## src/rtl/pc_ras_unit.sv

```systemverilog
// Next-PC selector with stall, circular return address stack,
// reset vector and misaligned-target trapping.
module pc_ras_unit #(
  parameter int unsigned XLEN         = 32,
  parameter logic [XLEN-1:0] RESET_VECTOR = '0,
  parameter logic [XLEN-1:0] TRAP_VECTOR  = 32'h0000_0100,
  parameter int unsigned RAS_DEPTH    = 4,
  localparam int unsigned PW = $clog2(RAS_DEPTH),
  localparam int unsigned CW = PW + 1
) (
  input  logic            CLK,
  input  logic            Reset,
  input  logic            Stall,
  input  logic [2:0]      PCSrc,
  input  logic [XLEN-1:0] PCTarget,
  input  logic [XLEN-1:0] ALUResult,
  input  logic            RASPush,
  output logic [XLEN-1:0] PC,
  output logic [XLEN-1:0] PCPlus4,
  output logic [XLEN-1:0] RASTop,
  output logic [CW-1:0]   RASCount,
  output logic            Misaligned,
  output logic [XLEN-1:0] BadAddr,
  output logic            RASUnderflow
);

  logic [XLEN-1:0] ras [RAS_DEPTH];
  logic [PW-1:0]   ptr;
  logic [PW-1:0]   ptr_inc;
  logic [PW-1:0]   ptr_dec;
  logic [XLEN-1:0] npc;
  logic            pop_sel;
  logic            nonempty;
  logic            check;
  logic            mis;
  logic            do_push;
  logic            do_pop;
  logic            underflow;

  assign PCPlus4  = PC + XLEN'(4);
  assign nonempty = (RASCount != '0);
  assign RASTop   = nonempty ? ras[ptr] : '0;
  assign ptr_inc  = ptr + PW'(1);
  assign ptr_dec  = ptr - PW'(1);

  // Candidate next PC, alignment check and RAS operation decode
  always_comb begin
    npc     = PCPlus4;
    pop_sel = 1'b0;
    check   = 1'b0;
    case (PCSrc)
      3'b001: begin
        npc   = PCTarget;
        check = 1'b1;
      end
      3'b010: begin
        npc   = {ALUResult[XLEN-1:1], 1'b0};
        check = 1'b1;
      end
      3'b011: begin
        pop_sel = 1'b1;
        if (nonempty) begin
          npc   = RASTop;
          check = 1'b1;
        end
      end
      3'b100: npc = TRAP_VECTOR;
      default: npc = PCPlus4;
    endcase
    mis       = check && (npc[1:0] != 2'b00);
    do_push   = RASPush && !mis;
    do_pop    = pop_sel && nonempty && !mis;
    underflow = pop_sel && !nonempty;
  end

  // PC, pulse flags and bad-address register
  always_ff @(posedge CLK or posedge Reset) begin
    if (Reset) begin
      PC           <= RESET_VECTOR;
      Misaligned   <= 1'b0;
      RASUnderflow <= 1'b0;
      BadAddr      <= '0;
    end else if (Stall) begin
      Misaligned   <= 1'b0;
      RASUnderflow <= 1'b0;
    end else begin
      PC           <= mis ? TRAP_VECTOR : npc;
      Misaligned   <= mis;
      RASUnderflow <= underflow;
      if (mis) BadAddr <= npc;
    end
  end

  // Circular return address stack; oldest entry lost when full
  always_ff @(posedge CLK or posedge Reset) begin
    if (Reset) begin
      ptr      <= '0;
      RASCount <= '0;
      for (int i = 0; i < RAS_DEPTH; i++) ras[i] <= '0;
    end else if (!Stall) begin
      if (do_push && do_pop) begin
        ras[ptr] <= PCPlus4;
      end else if (do_push) begin
        ras[ptr_inc] <= PCPlus4;
        ptr          <= ptr_inc;
        if (RASCount != CW'(RAS_DEPTH)) RASCount <= RASCount + CW'(1);
      end else if (do_pop) begin
        ptr      <= ptr_dec;
        RASCount <= RASCount - CW'(1);
      end
    end
  end

endmodule

```

## config.mk

```make
export PLATFORM = sky130hd
export DESIGN_NAME = pc_ras_unit
export DESIGN_NICKNAME = d
export VERILOG_FILES = /design/src/rtl/pc_ras_unit.sv
export SDC_FILE = /design/constraint.sdc
export NUM_CORES = 1
export LEC_CHECK = 0
export CAP_MARGIN = 20
export CORE_ASPECT_RATIO = 0.9
export CORE_UTILIZATION = 45
export CTS_CLUSTER_SIZE = 10
export DETAILED_ROUTE_END_ITERATION = 7
export DONT_BUFFER_PORTS = 1
export PLACE_DENSITY = 0.66
export SLEW_MARGIN = 25
export SYNTH_ARGS = -nofsm -noshare
export SYNTH_HDL_FRONTEND = slang
export SYNTH_SLANG_ARGS = --single-unit
```

## constraint.sdc

```tcl
create_clock -name CLK -period 16.4 [get_ports CLK]
set_input_delay 3.28 -clock CLK [delete_from_list [all_inputs] [get_ports CLK]]
set_output_delay 3.28 -clock CLK [all_outputs]
set_load 0.03 [all_outputs]
```

==> impl_metrics.tcl <==
set metrics [dict create \
    place_congestion 0.781 \
    fin_ws_ns 9.20 \
    grtUsageTotal_pct 26.8 \
    setup_violations 0 \
    status "completed" \
    fin_worst_skew_ns 0.0184 \
    cts-resized-gates 0 \
    hold_viol 0 \
    cp_num_buf_inv 3 \
    nFillCells 2061 \
    cts_tree "yes" \
    cpPeakStageDelay_ns 0.68 \
    p_total_mw 2.11 \
    critical_path.top_delay_family "compound AO/OA/AOI/OAI gates" \
    synthSimpleGateAreaFrac_pct 9.59 \
    multiInputGateArea_um2 5100 \
    place_hpwl_um 20200 \
    ys_ff_latch 199 \
    criticalPathCategory "input port to register" \
    drt-pass1-iter-count 7 \
    htreeDepth 4 \
    synth_fa_ha_area_share_pct 1.14 \
    synthMuxAreaShare_pct 16.6 \
    fin_nets 991 \
    ios 204 \
    ir_worst_vdd_uv 91.5 \
    worstPathArrival_ns 7.50 \
    yosysWarnings 0 \
    synth_edf_count 0 \
    final.setup.tns_ns 0 \
    synth_xor_area_share_pct 2.49 \
    period_needed_ns 7.20 \
    syn_area_um2 10600 \
    wl_um 31600 \
    avgSynthCellArea_um2 11.1 \
    clk_latency_ns 0.44 \
    grt_max_degree 128 \
    grt_pass1_vias 7460 \
    cts_setup_buffers 0 \
    wl_per_cell_um 25.9 \
    synth_ff_type "dfrtp_1" \
    fp.dieH_um 147 \
    reg2reg_slack_ns 11.23 \
    rsz0062_at_grt "no" \
    p_seq_share_pct 42.4 \
    rows 52 \
    clkTransAtPathRegs_ns 0.07 \
    final_common_cell "dfrtp_1" \
    final.period_utilization_pct 43.9 \
    ant_nets 0 \
    maxCapViolations 0 \
    syn_to_final_growth_pct 7.88 \
    swShare_pct 44.2 \
    cts.sinks 199 \
    syn_inst 952 \
    slew_headroom_pct 29.8 \
    fp.coreArea_um2 22800 \
    timing.fmax_ghz 0.139 \
    grt_pass1_wl_um 47600 \
    cp-end-kind "register" \
    drc_errors 0 \
    synth_fp_nets 1032 \
    clockRootBuffer "clkbuf_16" \
    final_cell_count_no_fill 1221 \
    ys_types 57 \
    final_cell_mix "198 x dfrtp_1, 75 x o21ai_0, 73 x o31ai_1" \
    dp_slack_ns 8.79 \
    drt_iter0_markers 922 \
    ys_seq_area_share_pct 47.2 \
    start_util_pct 46.4 \
    switchingPower_mw 0.934 \
    dieArea_um2 24100 \
    worstSetupStartpointType "input port" \
    vias 7774 \
    die_x_um 163 \
    place_inst 1189 \
    cellPowerDensity_nw_per_um2 185 \
    antenna_found_initial 1 \
    drive_above_1_share_pct 18.0 \
    diodes 0 \
    cts_max_path_buffers 2 \
    hold_buffers 0 \
    path_max_fanout 33 \
    hp-class "register to register" \
    internal_power_mw 1.18 \
    cp_data_required_time_ns 16.70 \
    async_reset_ff_share_pct 100 \
    worst_slew_pin_slew_ns 1.05 \
    numCtsBuffers 17 \
    critical_path.slowest_cell "a221oi_4" \
    crit_chain "or3b_4 -> a32o_2 -> a221oi_4 -> a21oi_4 -> nand2b_1 -> inv_1 -> ha_1 -> mux2_2 -> nand2_1 -> buf_4 -> or2_1 -> buf_4 -> o31ai_1" \
    grt-ovfl-total 0 \
    clockPowerShare_pct 20.5 \
    ff_latch_area_um2 4980 \
    combPwrFrac_pct 37.2 \
    cpMostUsedCell "buf_4" \
    finalMaxSlewViolations 0 \
    synth_compound_gate_area_share_pct 17.9 \
    port-buffer-count 0 \
    viasPerCell 6.37 \
    synth_top_family_by_area "compound AO/OA/AOI/OAI gates" \
    power.leakage_nw 5.00 \
]
[path summary, 6_finish.rpt]
kind | from | to | depth (start not counted)
worst max register to register | RASCount[0]$_DFFE_PP0P_ | ras[54]$_DFFE_PP0P_ | 13
worst max-delay path | PCSrc[0] | ras[54]$_DFFE_PP0P_ | 13
worst min register to register | ras[15]$_DFFE_PP0P_ | ras[15]$_DFFE_PP0P_ | 1
min in group asynchronous | Reset | RASCount[1]$_DFFE_PP0P_ | 1
worst min-delay path | ras[15]$_DFFE_PP0P_ | ras[15]$_DFFE_PP0P_ | 1
max in group asynchronous | Reset | ras[115]$_DFFE_PP0P_ | 2
[sequential cells by signal, summed over array words and instances, names as in the netlist]
signal and count:
RASCount 3, Misaligned 1, PC 32, ptr 2
RASUnderflow 1, ras 128, BadAddr 32
[stage by stage]
step	hold WS (ns)	utilization, %	cell area, µm²
after floorplan	0.459	-	10600
after global placement	0.469	47.3	10800
after detailed placement	0.481	47.4	10800
after CTS	0.498	50.0	11400
after global routing	0.509	50.0	11400
final	0.493	50.0	11400
[layer usage]
metal | vias to the layer above | GRT usage [%] | share of wire (%)
met4 | 0 | 7.57 | 1.8
met1 | 3986 | 36.9 | 43
li1 | 3405 | - | -
met2 | 350 | 41.0 | 46
met5 | - | 0 | 0
met3 | 33 | 7.68 | 9.4
[cell families (layout without fill, tap and decap cells)]
kind of cell             Yosys count  after routing
XOR/XNOR                          30             30
adder cells (fa/ha/maj)            9              9
buffers and inverters            125             97
flip-flops                       199            199
multiplexers                     105            105
AND/OR/NAND/NOR                  202            202
AO/OA/AOI/OAI                    282            282
[layout make-up]
| type | instances | share of cell area, % |
|---|---|---|
| Timing Repair Buffer | 24 | 1.62 |
| Tap cell | 297 | 3.26 |
| Inverter | 41 | 1.42 |
| Multi-Input combinational cell | 628 | 44.8 |
| Clock inverter | 14 | 1.40 |
| Sequential cell | 199 | 43.7 |
| Clock buffer | 18 | 3.77 |
[Yosys cell counts, drive strengths merged, types with 9 or more instances]
cell,count,area [µm²]
o21ai,94,470
mux2,68,980
a21oi,37,189
o31ai,73,548
inv,41,154
nor3,9,45.0
and2,32,200
nand2,45,169
a21boi,20,150
nand4,9,56.3
clkbuf,62,233
nand3,16,80.1
buf,22,150
nand2b,13,81.3
nor2,50,188
mux4,32,721
dfrtp,199,4980
xnor2,22,193
a222oi,22,220
[power groups by stage]
| stage | clock (mW) | sequential (mW) | combinational [mW] |
|---|---|---|---|
| detailed placement | 0 | 0.898 | 0.786 |
| global placement | 0 | 0.896 | 0.769 |
| global route | 0.452 | 0.916 | 0.840 |
| floorplan | 0 | 0.848 | 0.634 |
| CTS | 0.434 | 0.893 | 0.785 |
| finish | 0.432 | 0.894 | 0.785 |
(Power assumes the default switching activity.)
